<file path="config.mk">
export PLATFORM = sky130hd
export DESIGN_NAME = bus_timer_periph
export DESIGN_NICKNAME = d
export VERILOG_FILES = /design/src/rtl/bus_timer_periph_pkg.sv /design/src/rtl/timer_prescaler.sv /design/src/rtl/bus_timer_periph.sv
export SDC_FILE = /design/constraint.sdc
export NUM_CORES = 1
export LEC_CHECK = 0
export ABC_AREA = 1
export CORE_MARGIN = 1
export CORE_UTILIZATION = 55
export DETAILED_ROUTE_END_ITERATION = 8
export PLACE_DENSITY = 0.86
export SLEW_MARGIN = 20
export SYNTH_ARGS = -nofsm -noshare
export SYNTH_HDL_FRONTEND = slang
export SYNTH_SLANG_ARGS = --single-unit
export TNS_END_PERCENT = 10
</file>
<file path="constraint.sdc">
create_clock -name clk -period 3.6 [get_ports clk]
set_input_delay 0.36 -clock clk [delete_from_list [all_inputs] [get_ports clk]]
set_output_delay 0.36 -clock clk [all_outputs]
set_load 0.05 [all_outputs]
</file>
<file path="src/rtl/bus_timer_periph_pkg.sv">
// Shared definitions for the memory-mapped interval timer: bus widths,
// register offsets and CTRL/STATUS bit positions.
package bus_timer_periph_pkg;

  localparam int unsigned ADDR_WIDTH = 16;
  localparam int unsigned REG_WIDTH  = 8;

  localparam logic [2:0] TMR_CTRL      = 3'd0;
  localparam logic [2:0] TMR_STATUS    = 3'd1;
  localparam logic [2:0] TMR_RELOAD_LO = 3'd2;
  localparam logic [2:0] TMR_RELOAD_HI = 3'd3;
  localparam logic [2:0] TMR_COUNT_LO  = 3'd4;
  localparam logic [2:0] TMR_COUNT_HI  = 3'd5;
  localparam logic [2:0] TMR_PRESCALE  = 3'd6;

  localparam int unsigned CTRL_EN     = 0;
  localparam int unsigned CTRL_AUTO   = 1;
  localparam int unsigned CTRL_IE     = 2;
  localparam int unsigned STATUS_FLAG = 0;
  localparam int unsigned STATUS_RUN  = 1;

endpackage

</file>
<file path="src/rtl/timer_prescaler.sv">
// Clock divider for the interval timer: pulses tick once every div+1 clocks
// while enabled; held at zero when disabled or explicitly cleared.
module timer_prescaler (
  input  logic       clk,
  input  logic       reset,
  input  logic       en,
  input  logic       clr,
  input  logic [7:0] div,
  output logic       tick
);

  logic [7:0] pc_q, pc_d;

  assign tick = en & (pc_q == div);

  always_comb begin
    pc_d = pc_q;
    if (clr || !en) begin
      pc_d = 8'd0;
    end else if (tick) begin
      pc_d = 8'd0;
    end else begin
      pc_d = pc_q + 8'd1;
    end
  end

  always_ff @(posedge clk) begin
    if (reset) begin
      pc_q <= 8'd0;
    end else begin
      pc_q <= pc_d;
    end
  end

endmodule

</file>
<file path="src/rtl/bus_timer_periph.sv">
// 16-bit interval timer responding on the CPU bus in an 8-byte window, with
// auto-reload, sticky expiry flag and an active-low level interrupt.
module bus_timer_periph
  import bus_timer_periph_pkg::*;
#(
  parameter logic [ADDR_WIDTH-1:0] BASE_ADDR = 16'h4000
) (
  input  logic                  clk,
  input  logic                  reset,
  input  logic [ADDR_WIDTH-1:0] addr,
  input  logic                  we,
  input  logic [REG_WIDTH-1:0]  din,
  output logic [REG_WIDTH-1:0]  dout,
  output logic                  hit,
  output logic                  irq_n
);

  logic                 sel;
  logic [2:0]           off;
  logic                 wr_ctrl, wr_status, wr_reload_lo, wr_reload_hi, wr_prescale;
  logic                 rd_count_lo;
  logic                 tick, expire, presc_clr;

  logic                 en_q, en_d, auto_q, auto_d, ie_q, ie_d, flag_q, flag_d;
  logic [15:0]          reload_q, reload_d, count_q, count_d;
  logic [7:0]           prescale_q, prescale_d, hi_latch_q, hi_latch_d;
  logic [REG_WIDTH-1:0] rdata, dout_q, dout_d;
  logic                 hit_q, hit_d;

  assign sel = (addr[15:3] == BASE_ADDR[15:3]);
  assign off = addr[2:0];

  assign wr_ctrl      = sel & we & (off == TMR_CTRL);
  assign wr_status    = sel & we & (off == TMR_STATUS);
  assign wr_reload_lo = sel & we & (off == TMR_RELOAD_LO);
  assign wr_reload_hi = sel & we & (off == TMR_RELOAD_HI);
  assign wr_prescale  = sel & we & (off == TMR_PRESCALE);
  assign rd_count_lo  = sel & ~we & (off == TMR_COUNT_LO);

  // A RELOAD_HI write overrides any tick landing on the same edge.
  assign expire = tick & ~wr_reload_hi & (count_q == 16'd0);

  timer_prescaler u_prescaler (
    .clk   (clk),
    .reset (reset),
    .en    (en_q),
    .clr   (presc_clr),
    .div   (prescale_q),
    .tick  (tick)
  );

  always_comb begin
    en_d       = en_q;
    auto_d     = auto_q;
    ie_d       = ie_q;
    flag_d     = flag_q;
    reload_d   = reload_q;
    count_d    = count_q;
    prescale_d = prescale_q;
    hi_latch_d = hi_latch_q;
    presc_clr  = 1'b0;

    if (tick && !wr_reload_hi) begin
      if (count_q != 16'd0) begin
        count_d = count_q - 16'd1;
      end else if (auto_q) begin
        count_d = reload_q;
      end else begin
        en_d = 1'b0;
      end
    end

    if (wr_status && din[STATUS_FLAG]) flag_d = 1'b0;
    if (expire) flag_d = 1'b1;

    if (wr_ctrl) begin
      en_d      = din[CTRL_EN];
      auto_d    = din[CTRL_AUTO];
      ie_d      = din[CTRL_IE];
      presc_clr = din[CTRL_EN] & ~en_q;
    end
    if (wr_reload_lo) reload_d[7:0] = din;
    if (wr_reload_hi) begin
      reload_d[15:8] = din;
      count_d        = {din, reload_q[7:0]};
      en_d           = 1'b1;
      presc_clr      = 1'b1;
    end
    if (wr_prescale) prescale_d = din;
    if (rd_count_lo) hi_latch_d = count_q[15:8];
  end

  // Read data always reflects pre-edge register state.
  always_comb begin
    rdata = '0;
    case (off)
      TMR_CTRL:      rdata = {5'd0, ie_q, auto_q, en_q};
      TMR_STATUS:    rdata = {6'd0, en_q, flag_q};
      TMR_RELOAD_LO: rdata = reload_q[7:0];
      TMR_RELOAD_HI: rdata = reload_q[15:8];
      TMR_COUNT_LO:  rdata = count_q[7:0];
      TMR_COUNT_HI:  rdata = hi_latch_q;
      TMR_PRESCALE:  rdata = prescale_q;
      default:       rdata = '0;
    endcase
    dout_d = sel ? rdata : '0;
    hit_d  = sel;
  end

  always_ff @(posedge clk) begin
    if (reset) begin
      en_q       <= 1'b0;
      auto_q     <= 1'b0;
      ie_q       <= 1'b0;
      flag_q     <= 1'b0;
      reload_q   <= 16'd0;
      count_q    <= 16'd0;
      prescale_q <= 8'd0;
      hi_latch_q <= 8'd0;
      dout_q     <= '0;
      hit_q      <= 1'b0;
    end else begin
      en_q       <= en_d;
      auto_q     <= auto_d;
      ie_q       <= ie_d;
      flag_q     <= flag_d;
      reload_q   <= reload_d;
      count_q    <= count_d;
      prescale_q <= prescale_d;
      hi_latch_q <= hi_latch_d;
      dout_q     <= dout_d;
      hit_q      <= hit_d;
    end
  end

  assign dout  = dout_q;
  assign hit   = hit_q;
  assign irq_n = ~(flag_q & ie_q);

endmodule

</file>
==> results of run 1 <==
==> cell usage in the layout (no fill, tap or decap), types with 2 or more instances in the layout <==
cell	netlist	final
nand3b_1	2	2
clkinv_4	0	2
nand4_4	2	2
nor2_4	3	3
ha_1	3	3
clkdlybuf4s50_1	0	36
o22ai_1	10	10
inv_1	66	66
a21oi_1	45	45
dfxtp_1	69	69
a221oi_1	4	4
nor2_1	98	98
nand2_1	124	124
a41oi_1	2	2
nor3_1	2	2
clkbuf_8	0	9
nand2_2	5	5
o21ai_0	28	28
nand3_2	4	4
a211oi_1	9	9
nand4_1	3	3
o21ai_1	9	9
nand3_1	40	40
inv_2	4	4
nor3b_1	2	2
nor2_2	7	7
bufinv_16	0	4
xor2_1	10	10
==> layout make-up <==
type                            count  share of cell area
Multi-Input combinational cell    419               0.465
Sequential cell                    69               0.310
Timing Repair Buffer               37              0.0825
Inverter                           72              0.0609
Clock inverter                      7              0.0328
Clock buffer                        9              0.0278
Tap cell                           77              0.0216
==> flip-flops by register name (all words and copies together), names as in the netlist <==
| register | cells |
|---|---|
| count_q | 16 |
| u_prescaler.pc_q | 8 |
| hi_latch_q | 8 |
| hit | 1 |
| flag_q | 1 |
| ie_q | 1 |
| dout | 8 |
| prescale_q | 8 |
| reload_q | 16 |
| auto_q | 1 |
| en_q | 1 |
==> report_power, final <==
group          internal [mW]  switching [mW]  total [mW]  leakage [nW]
clock                  0.535           0.309       0.844         0.134
sequential             0.762      0.00000820       0.762         0.555
combinational         0.0327          0.0409      0.0736          1.24
total                   1.33           0.350        1.68          1.93
==> stage by stage <==
stage / hold slack, ns / std cells
2_1_floorplan: 0.440 / 572
3_3_place_gp: 0.453 / 674
3_5_place_dp: 0.457 / 674
4_1_cts: 0.469 / 690
5_1_grt: 0.491 / 690
6_report: 0.471 / 690
==> per-layer routing <==
metal	vias up	track usage	share of wire
li1	1938	-	-
met1	1811	0.442	0.44
met2	158	0.499	0.46
met3	24	0.0506	0.071
met4	0	0.0894	0.023
met5	-	0	0
==> tightest hold or removal path: cells and delay by family, from the launching register on <==
| family | cells | cell delay, ns |
|---|---|---|
| compound gates | 1 | 0.06 |
| simple gates | 1 | 0.06 |
| flops | 1 | 0.31 |
==> worst max-delay path by stage <==
stage	start	end	slack [ns]	cells after the start
after floorplan	count_q[0]	count_q[2]	2.07	10
after global placement	reset	u_prescaler.pc_q[4]	1.17	5
after detailed placement	reset	u_prescaler.pc_q[4]	1.07	5
after CTS	reset	u_prescaler.pc_q[4]	1.45	5
after global routing	reset	u_prescaler.pc_q[3]	1.29	5
final	reset	u_prescaler.pc_q[4]	1.45	5
==> cell families after synthesis <==
group           share of synthesized area
simple gates                        0.353
compound gates                      0.158
buf+inv                            0.0894
flops                               0.364
xor+xnor                           0.0254
fa+ha+maj                         0.00990
==> results.md, run 1 <==
* Final Critical Period at 2.15 ns
* Die area at 0.00723 mm2
* Multi-input logic area at 0.00207 mm2
* IO Pins at 37
* Synth top area share at 0.364
* Max incr delay on CP at 0.62 ns
* Layout area overhead at 17.6%
* Starting Density at 0.584
* Post-synth ARST share at 0
* CP max-delay cell: clkinv_1
* Final period util at 0.598
* CP Cell Sequence: clkdlybuf4s50_1 -> buf_4 -> clkinv_1 -> nand4_1 -> nor3b_1
* Post-synth EDFFs at 0
* Synthesized instance count at 572
* Hold path cells at 2
* Fin. max-slew vios at 0
* Critical Path End Type: flop
* Worst reg2reg setup slack at around 1.7 ns
* Vias in the first global route at 3435
* FF-to-FF Start: count_q[0]
* Final wirelength at roughly 11 mm
* Pre-CTS WS at 1.07 ns
* Final HPWL DP at 8.41 mm
* Slew @ Worst Pin at 0.678 ns
* Antenna viol nets, final at 0
* Worst EP arrival at 2.37 ns
* Finished Cell Area at 0.00446 mm2
* CTS tree: built
* Core Box Area at 0.00649 mm2
* Layout cells sized above 1 at 0.0783
* Ys flop type: dfxtp_1
* Commonest cells in the netlist: 124 x nand2_1, 98 x nor2_1, 69 x dfxtp_1
* Postcts setup bufs at 0
* R2r endpoint: count_q[0]
* DR WL/cell at around 16 um
* Largest net degree at the start of global routing at 29
* Most frequent cell after synthesis: nand2_1
* Fillers at just under 600
* Resize count post-CTS at 0
* Crit path max fanout at 28
* Yosys warns at 0
* Worst hold start: reload_q[8]
* Total grt overflow at 0
* Worst Hold End: reload_q[8]
* Largest cells by area after synthesis: dfxtp_1 36%, nand2_1 12%, nor2_1 9.7%
* Setup-failing EPs final at 0
* Critical Path Source Type: primary input
* Syn Area/Cell at 6.63 um2
* Worst slew margin at 0.546
* DRT iter0 DRCs at 399
* Port buffer count at 36
* Leakage at about 1.9 nW
* HP Class: flop to flop
* Setup WS post-layout at 1.45 ns
* Max cap viols at 0
* Outcome: finished clean
* CP top delay family: buffers and inverters
* Register area share after synthesis at 0.364
* Hold Buf Count CTS at 0
* Overall routing resource usage at 0.315
* Fin util at 0.687
* Final hold violations at 0
* Vias per cell at 5.70
* Post-synth cell types at 37
* Total number of vias at 3931
* Post-DP Area at ~0.0042 mm2
* Number of diodes at 0
* Crit path buf inv count at 3
* DRC viols at 0
* Max Clock Skew at approximately 0.0074 ns
* Worst R2R Path Depth at 9
* Register area at 0.00138 mm2
* Initial DRT Pass Iterations at 5
* Clock Tree Root: clkbuf_8
* Synth Cell Area at ~0.0038 mm2
* Fmax at approximately 460 MHz
* GPL Wtd Cong at slightly above 0.9
* Mapped Nets at about 600
* H-Tree Depth at 3
* Yosys reg bits at 69
* RSZ-0062 raised after global routing: no
* Clk sinks at 69
* Area leader, netlist: dfxtp_1
* Global-route wire length before repair at 17.4 mm
* Reg clk slew, reported paths at 0.07 ns
* Number of buffers created by CTS at 9
* Worst-case clock buffer depth at 2
* Worst-Skew Late Latency at approximately 0.34 ns
* Die width at 85.0 um
* Final TNS setup at 0 ns
* Worst EP required at 3.82 ns
* Crit Path Class: primary input to flop
* Site row count at 29
* Post-layout nets at approximately 640
* Tot Pwr at 1.68 mW
* Pwr dens at 377 mW/mm2
* VDD IR max at 0.385 mV
* Antenna violations before repair at 0
* Die H at 85.0 um
Power figures use the tool's default switching activity.
==> run 2, diff against run 1 <==
==> constraint.sdc (replaced) <==
create_clock -name clk -period 2.15 [get_ports clk]
set_input_delay 0.215 -clock clk [delete_from_list [all_inputs] [get_ports clk]]
set_output_delay 0.215 -clock clk [all_outputs]
set_load 0.05 [all_outputs]
==> run 2 against run 1 <==
Compared with the run above:
- sequential share of layout area down 0.28 points
- register-to-register slack worse by 1.5 ns
- flip-flop and latch count unchanged
- clock power up 50%
- clock-buffer cell count up 4
- combinational power up 86%
- global-route usage up 1.4 points
- power up 60%
- critical path depth up 4
- design area up 0.93%
- clock skew about the same
- first-iteration DRC count up 4.0%
==> results.md, run 2 (same netlist as run 1, synthesis figures left out) <==
* Outcome: finished clean (unchanged)
* Fin util at 0.693 (was 0.687)
* Worst EP arrival at 2.16 ns (was 2.37 ns)
* Core Box Area at 0.00649 mm2 (unchanged)
* Layout cells sized above 1 at 0.0916 (was 0.0783)
* Fmax at 521 MHz
* Total number of vias at 3978 (was 3931)
* Worst-case clock buffer depth at 2 (unchanged)
* CP Cell Sequence: inv_1 -> ha_1 -> nand3_1 -> nor2_1 -> nand3_2 -> nand3_2 -> nand2_2 -> o21ai_0 -> nor2_1 (was clkdlybuf4s50_1 -> buf_4 -> clkinv_1 -> nand4_1 -> nor3b_1)
* Finished Cell Area at 0.00450 mm2 (was 0.00446 mm2)
* Clk sinks at 69 (unchanged)
* Crit path max fanout at 12 (was 28)
* Final Critical Period at between 1.5 and 2 ns
* Pwr dens at 597 mW/mm2 (was 377 mW/mm2)
* RSZ-0062 raised after global routing: no (unchanged)
* Regs by FF count: count_q (16), reload_q (16) (unchanged)
* Antenna viol nets, final at 0 (unchanged)
* DRC viols at 0 (unchanged)
* Die width at 85.0 um (unchanged)
* Vias per cell at 5.69 (was 5.70)
* Die H at 85.0 um (unchanged)
* Worst slew margin at 0.624 (was 0.546)
* Port buffer count at 36 (unchanged)
* Worst EP required at 2.39 ns (was 3.82 ns)
* DRT iter0 DRCs at 415 (was 399)
* Slew @ Worst Pin at 0.562 ns (was 0.678 ns)
* Setup-failing EPs final at 0 (unchanged)
* Final wirelength at 11.2 mm (was 10.9 mm)
* CP top delay family: simple AND/OR/NAND/NOR gates (was buffers and inverters)
* Vias in the first global route at 3631 (was 3435)
* GPL Wtd Cong at 1.03 (was 0.917)
* Final HPWL DP at 8.75 mm (was 8.41 mm)
* Total grt overflow at 0 (unchanged)
* Final period util at 0.892
* Leakage at 1.96 nW (was 1.93 nW)
* VDD IR max at 0.402 mV (was 0.385 mV)
* Fin. max-slew vios at 0 (unchanged)
* IO Pins at 37 (unchanged)
* H-Tree Depth at 3 (unchanged)
* CP max-delay cell: dfxtp_1 (was clkinv_1)
* Global-route wire length before repair at 18.1 mm (was 17.4 mm)
* Reg clk slew, reported paths at 0.07 ns (about the same)
* Final hold slack at 0.471 ns (about the same)
* Max incr delay on CP at 0.33 ns (was 0.62 ns)
* Overall routing resource usage at 0.328 (was 0.315)
* CTS tree: built (unchanged)
* Clock Tree Root: clkbuf_8 (unchanged)
* Commonest cells after routing, fill and taps aside: 124 x nand2_1, 98 x nor2_1, 69 x dfxtp_1 (unchanged)
* Post-layout nets at 647 (was 638)
* Number of diodes at 0 (unchanged)
* Hold Buf Count CTS at 0 (unchanged)
* Final hold violations at 0 (unchanged)
* Post-DP Area at 0.00426 mm2 (was 0.00419 mm2)
* Number of buffers created by CTS at 9 (unchanged)
* Commonest non-fill, non-tap cell in the layout: nand2_1 (unchanged)
* Worst-Skew Late Latency at 0.36 ns (was 0.34 ns)
* Max cap viols at 0 (unchanged)
* Critical Path Source Type: flop (was primary input)
* Crit path buf inv count at 1 (was 3)
* Layout area overhead at 18.7% (was 17.6%)
* Largest net degree at the start of global routing at 27 (was 29)
* Initial DRT Pass Iterations at 6 (was 5)
* Setup WS post-layout at 0.232 ns (was 1.45 ns)
* Max Clock Skew at 0.00754 ns (was 0.00743 ns)
* Site row count at 29 (unchanged)
* Crit Path Class: flop to flop (was primary input to flop)
* Pre-CTS WS at 0.0218 ns (was 1.07 ns)
* Die area at 0.00723 mm2 (unchanged)
* Starting Density at 0.584 (unchanged)
* Resize count post-CTS at 0 (unchanged)
* Final TNS setup at 0 ns (unchanged)
* Critical Path End Type: flop (unchanged)
* HP Class: flop to flop (unchanged)
* Antenna violations before repair at 0 (unchanged)
* Postcts setup bufs at 0 (unchanged)
* DR WL/cell at 16.0 um (was 15.8 um)
[run 2: cell count changes in the layout (fill, tap and decap cells not counted), sizes merged]
| cell | change |
|---|---|
| bufinv | -2 |
| clkbuf | +4 |
| inv | -1 |
| buf | +9 |
| clkinv | -1 |
[run 2: worst register-to-register path: cells and delay by family (launching register included)]
kind,cells,cell delay [ns]
AND/OR/NAND/NOR,6,0.90
flip-flops,1,0.33
adder cells (fa/ha/maj),1,0.23
AO/OA/AOI/OAI,1,0.19
buffers and inverters,1,0.17
[run 2: routing by layer]
metal,part of all wire,track usage
met1,0.44,0.448
met2,0.46,0.519
met3,0.070,0.0525
met4,0.029,0.133
met5,0,0
[run 2: path summary, 6_finish.rpt]
check | start | end | slack [ns] | depth (start not counted)
worst min-delay path | reload_q[10] | reload_q[10] | 0.47 | 2
worst min register to register | reload_q[10] | reload_q[10] | 0.47 | 2
worst max register to register | count_q[0] | count_q[0] | 0.23 | 9
worst max-delay path | count_q[0] | count_q[0] | 0.23 | 9
[run 2: cell type report]
type	count	area, um2
Clock buffer	13	179
Sequential cell	69	1380
Clock inverter	3	65.1
Multi-Input combinational cell	419	2070
Timing Repair Buffer	46	435
Fill cell	540	1990
Tap cell	77	96.3
Inverter	72	272
[run 2: metrics by stage]
stage                     std cells  power [mW]
after floorplan                 572        1.36
after detailed placement        683        1.44
after global placement          683        1.44
final                           699        2.69
after global routing            699        2.76
after CTS                       699        2.69
[run 2: power breakdown]
group          total [mW]  switching (mW)  leakage, nW  internal [mW]
logic               0.137          0.0730         1.28         0.0637
registers            1.28       0.0000135        0.555           1.28
clock network        1.27           0.494        0.126          0.778
total                2.69           0.567         1.96           2.12
